`src/rtl/except_ctrl.sv`:
```
// Exception controller: picks the highest-priority MEM-stage exception, reports it to CP0,
// waits for the acknowledge (re-reporting after a timeout) and then redirects the front end.
module except_ctrl #(
    parameter logic [31:0] EXC_VECTOR = 32'hBFC00380,
    parameter logic [4:0]  NONE_CODE  = 5'h1F,
    parameter int          ACK_WAIT   = 3
) (
    input  logic        clk,
    input  logic        rst,
    input  logic        mem_valid,
    input  logic [31:0] mem_pc,
    input  logic        mem_in_ds,
    input  logic        f_adel,
    input  logic        f_ri,
    input  logic        f_ov,
    input  logic        f_sys,
    input  logic        f_bp,
    input  logic        f_eret,
    input  logic        mem_rd,
    input  logic        mem_wr,
    input  logic [1:0]  mem_size,
    input  logic [31:0] mem_addr,
    input  logic        except_deal,
    input  logic [31:0] cp0_epc,
    output logic [4:0]  exc_code,
    output logic [31:0] bad_addr,
    output logic        delay_slot,
    output logic [31:0] exc_pc,
    output logic        stall,
    output logic        flush,
    output logic        redirect,
    output logic [31:0] new_pc
);

    // Handshake: CP0 sees exc_code != NONE_CODE for exactly one cycle (REPORT) and answers
    // with a one-cycle except_deal pulse while stall is held; except_deal seen in IDLE is an
    // interrupt and redirects straight to EXC_VECTOR.
    typedef enum logic [1:0] {
        S_IDLE,
        S_REPORT,
        S_WAIT,
        S_REDIRECT
    } state_t;

    localparam logic [4:0] C_ADEL = 5'h04;
    localparam logic [4:0] C_ADES = 5'h05;
    localparam logic [4:0] C_SYS  = 5'h08;
    localparam logic [4:0] C_BP   = 5'h09;
    localparam logic [4:0] C_RI   = 5'h0A;
    localparam logic [4:0] C_OV   = 5'h0C;
    localparam logic [4:0] C_ERET = 5'h0E;
    localparam logic [7:0] ACK_LIM = 8'(ACK_WAIT);

    state_t      state, state_d;
    logic [4:0]  code_q, code_d;
    logic        eret_q, eret_d;
    logic [7:0]  timer, timer_d;
    logic [31:0] bad_d, pc_d, newpc_d;
    logic        ds_d;

    logic        misaligned;
    logic        det;
    logic        det_eret;
    logic        det_bad_load;
    logic [4:0]  det_code;
    logic [31:0] det_bad;

    always_comb begin
        unique case (mem_size)
            2'b00:   misaligned = 1'b0;
            2'b01:   misaligned = mem_addr[0];
            default: misaligned = (mem_addr[1:0] != 2'b00);
        endcase
    end

    always_comb begin
        det          = 1'b0;
        det_eret     = 1'b0;
        det_bad_load = 1'b0;
        det_code     = NONE_CODE;
        det_bad      = mem_addr;
        if (mem_valid) begin
            if (f_adel) begin
                det = 1'b1; det_code = C_ADEL; det_bad_load = 1'b1; det_bad = mem_pc;
            end else if (f_ri) begin
                det = 1'b1; det_code = C_RI;
            end else if (f_ov) begin
                det = 1'b1; det_code = C_OV;
            end else if (f_sys) begin
                det = 1'b1; det_code = C_SYS;
            end else if (f_bp) begin
                det = 1'b1; det_code = C_BP;
            end else if (f_eret) begin
                det = 1'b1; det_code = C_ERET; det_eret = 1'b1;
            end else if (mem_rd && misaligned) begin
                det = 1'b1; det_code = C_ADEL; det_bad_load = 1'b1;
            end else if (mem_wr && misaligned) begin
                det = 1'b1; det_code = C_ADES; det_bad_load = 1'b1;
            end
        end
    end

    always_comb begin
        state_d = state;
        code_d  = code_q;
        eret_d  = eret_q;
        timer_d = timer;
        bad_d   = bad_addr;
        pc_d    = exc_pc;
        ds_d    = delay_slot;
        newpc_d = new_pc;
        unique case (state)
            S_IDLE: begin
                pc_d = mem_pc;
                ds_d = mem_in_ds;
                if (except_deal) begin
                    // Interrupt wins; a same-cycle exception is dropped and refetched later.
                    state_d = S_REDIRECT;
                    eret_d  = 1'b0;
                    newpc_d = EXC_VECTOR;
                end else if (det) begin
                    state_d = S_REPORT;
                    code_d  = det_code;
                    eret_d  = det_eret;
                    if (det_bad_load) bad_d = det_bad;
                end
            end
            S_REPORT: begin
                state_d = S_WAIT;
                timer_d = 8'd0;
            end
            S_WAIT: begin
                if (except_deal) begin
                    state_d = S_REDIRECT;
                    newpc_d = eret_q ? cp0_epc : EXC_VECTOR;
                end else begin
                    timer_d = timer + 8'd1;
                    if (timer + 8'd1 == ACK_LIM) state_d = S_REPORT;
                end
            end
            default: state_d = S_IDLE;
        endcase
    end

    always_ff @(posedge clk or negedge rst) begin
        if (!rst) begin
            state      <= S_IDLE;
            code_q     <= NONE_CODE;
            eret_q     <= 1'b0;
            timer      <= 8'd0;
            exc_code   <= NONE_CODE;
            bad_addr   <= 32'd0;
            exc_pc     <= 32'd0;
            new_pc     <= 32'd0;
            delay_slot <= 1'b0;
            stall      <= 1'b0;
            flush      <= 1'b0;
            redirect   <= 1'b0;
        end else begin
            state      <= state_d;
            code_q     <= code_d;
            eret_q     <= eret_d;
            timer      <= timer_d;
            bad_addr   <= bad_d;
            exc_pc     <= pc_d;
            delay_slot <= ds_d;
            new_pc     <= newpc_d;
            exc_code   <= (state_d == S_REPORT) ? code_d : NONE_CODE;
            stall      <= (state_d == S_REPORT) || (state_d == S_WAIT);
            flush      <= (state_d == S_REDIRECT);
            redirect   <= (state_d == S_REDIRECT);
        end
    end

endmodule
```
`config.mk`:
```
export PLATFORM = sky130hd
export DESIGN_NAME = except_ctrl
export DESIGN_NICKNAME = d
export VERILOG_FILES = /design/src/rtl/except_ctrl.sv
export SDC_FILE = /design/constraint.sdc
export NUM_CORES = 1
export LEC_CHECK = 0
export ABC_AREA = 1
export CORE_MARGIN = 1.5
export CORE_UTILIZATION = 47
export DETAILED_ROUTE_END_ITERATION = 10
export GPL_TIMING_DRIVEN = 0
export MAX_ROUTING_LAYER = met4
export PLACE_DENSITY = 0.92
export SLEW_MARGIN = 0
export SYNTH_ARGS = -nofsm -noshare
export SYNTH_HDL_FRONTEND = slang
export SYNTH_SLANG_ARGS = --single-unit
```
`constraint.sdc`:
```
create_clock -name clk -period 4.1 [get_ports clk]
set_input_delay 0.82 -clock clk [delete_from_list [all_inputs] [get_ports clk]]
set_output_delay 0.82 -clock clk [all_outputs]
set_load 0.01 [all_outputs]
```
==> run summary <==
Status: finished, final reports clean
Max VDD drop: 388 uV
Register area share after synthesis: 57.3%
Remaining global-route overflow: 0
Syn Nets: 591
Initial antenna violation count: 0
Full die area: 0.0118 sq mm
Post-DP Area: 0.00761 sq mm
Synth Flop Type: dfrtp_1
Die X: 109 um
Largest net degree at the start of global routing: 66
Static leakage: 3.71 nW
Final Cell Area: 0.00823 sq mm
Worst Max-Slew Pin Slew: 0.720 ns
Seq cells post-synth: 120
Slowest cell on the critical path: clkdlybuf4s50_1
CP required: 3.28 ns
Largest family of logic cells by synthesized area: simple AND/OR/NAND/NOR gates
Final min period: 2.38 ns
Final Hold Vio Count: 0
Storage cell area: 0.00302 sq mm
Post-synth top area cell: dfrtp_1
# placed instances: 834
Core Util, Final: 75.6%
Clock latency on the worst-skew pair: 0.51 ns
Worst hold slack: 0.249 ns
GPL Wtd Cong: 0.837
Initial DRC Count: 220
NumNets Final: 826
Max-cap violations: 0
Io pins: 216
Antenna viol nets, final: 0
Clk slew on worst S/H paths: 0.06 ns
P&R area growth vs syn: 56.4%
Port bufs: 215
Post-synthesis cell type count: 29
Slew Limit Headroom: 51.8%
Final Slew Violations: 0
Area of the multi-input gates: 0.00199 sq mm
Synth Area in XOR/XNOR: 0.167%
Routed vias: 4549
Cell area after synthesis: 0.00526 sq mm
Share of cells above drive strength 1: 19.3%
Synth cell count leaders: dfrtp_1, nand2_1, mux2_2, nand3_1, inv_1
Dpl ws: 1.43 ns
Setup TNS: 0 ns
Syn Area/Cell: 11.0 sq um
Core ar.: 0.0109 sq mm
Synth top area cells: dfrtp_1, mux2_2, nand2_1
First-pass DRT Iterations: 5
Top delay family on crit path: buffers and inverters
Final setup viols: 0
Final Skew: 0.00734 ns
# diodes: 0
Synth Area in Compound Gates: 7.57%
Vias in the first global route: 4600
Post-CTS Setup Inserts: 0
GRT Overall Usage: 26.3%
Hold Path Class: primary input to async pin
Post-Synthesis Cells: 478
Startpoint Class: flip-flop
DR vias/cell: 5.25
Post-DP HPWL: 10700 um
H-tree depth: 4
Crit-path max FO: 1
CTS Buffer Depth: 2
Post-synth EDFFs: 0
# fillers: 702
CTS buffer count: 17
Kind of end point of the critical path: output port
Pwr dens: 637 mW/mm^2
CTS tree: built
CTS sink count: 120
CTS resizes: 0
WL final: 14700 um
Clk root buf: clkbuf_8
Final WS setup: 1.72 ns
Worst Path Buf+Inv: 1
Chip Height: 109 um
Mux share of post-synthesis cell area: 13.9%
Initial Util: 48.3%
F_max: 0.419 GHz
CP peak stage delay: 0.54 ns
Post-synthesis simple-gate area fraction: 15.6%
Top-area cell type share of the netlist area: 52.3%
Post-Synth Adder-Cell Area: 0.476%
Critical setup path kind: flip-flop to output port
Drt wl/cell: 16.9 um
Most common cell in the synthesized netlist: dfrtp_1
Period utilization: 58.2%
Crit-path cells: clkdlybuf4s50_1
WP depth: 1
Design Power: 5.24 mW
Drt drc: 0
Cell depth of the worst flop-to-flop path: 3
Synth Warn #: 0
RSZ-0062 raised after global routing: false
Async SR Flop Fraction: 100%
Wire length of the first global-routing pass: 22700 um
Hold-fix buffers, CTS: 0
Final cell count without fillers: 866
Arrival @ worst endpoint: 1.56 ns
Number of core rows: 38
==> power breakdown <==
| part | leakage, nW | switching [mW] | total, mW | internal, mW |
|---|---|---|---|---|
| clock network | 0.306 | 0.500 | 1.53 | 1.03 |
| logic | 1.94 | 0.842 | 1.87 | 1.03 |
| registers | 1.46 | 0.236 | 1.84 | 1.60 |
==> logic make-up after synthesis <==
group / Yosys count
buffers and inverters: 54
xor gates and xnor gates: 1
AOI/OAI and AO/OA: 52
adders and majority gates: 2
and+or+nand+nor: 184
DFF: 120
muxes: 65
==> cells in the final DEF, fill, tap and decap left out <==
cell             netlist  layout
nand3b_1               1       1
o211ai_1               1       1
a22o_1                20      20
nand4_1                5       5
clkbuf_16              0      16
ha_1                   2       2
clkbuf_8               0       4
or2_0                  1       1
nand2_2                5       5
a21oi_1                4       4
clkbuf_1               4       7
nor2_2                 4       4
buf_2                 12      12
inv_4                  1       1
inv_1                 30      30
clkdlybuf4s50_1        0     214
nor2_1                12      12
dfrtp_1              110     110
xnor2_1                1       1
o22a_1                12      12
buf_16                 0       1
clkinv_2               0       5
nand3_1               44      44
dfstp_2               10      10
bufinv_16              0       4
nor3_2                 1       1
nand2_4                2       2
buf_4                  4       4
mux2_2                65      65
nand3_4                1       1
o22ai_1                3       3
o21ai_4                1       1
buf_6                  3       4
nand2_1              108     108
o21ai_0               11      11
==> cell type report <==
type	count	area share (%)
Buffer	23	1.69
Clock buffer	23	5.67
Clock inverter	9	1.76
Inverter	31	1.44
Multi-Input combinational cell	304	24.1
Sequential cell	120	36.7
Tap cell	140	2.13
Timing Repair Buffer	216	26.5
==> state kept, by name (all words and copies together) (netlist names) <==
name and count:
bad_addr 32, code_q 5, delay_slot 1, eret_q 1, exc_code 5, exc_pc 32, new_pc 32, redirect 1
stall 1, state 2, timer 8
==> per-layer routing <==
metal  track usage, %  part of all wire [%]  vias to the layer above
met5                -                     0                        -
met4             10.4                   2.4                        0
met3             8.01                   7.2                       30
met2             44.4                    51                      215
met1             29.1                    39                     2207
li1                 -                     -                     2097
==> final timing paths <==
kind	startpoint	to	slack, ns
setup / recovery	exc_code[0]$_DFF_PN1_	exc_code[0]	1.72
hold / removal	rst	exc_pc[28]$_DFFE_PN0P_	0.25
setup reg to reg	state[0]$_DFF_PN0_	exc_pc[22]$_DFFE_PN0P_	2.19
hold reg to reg	code_q[4]$_DFF_PN1_	code_q[4]$_DFF_PN1_	0.47
max in group asynchronous	rst	code_q[0]$_DFF_PN1_	3.09
min in group clk	code_q[4]$_DFF_PN1_	code_q[4]$_DFF_PN1_	0.47
(Power assumes the default switching activity.)
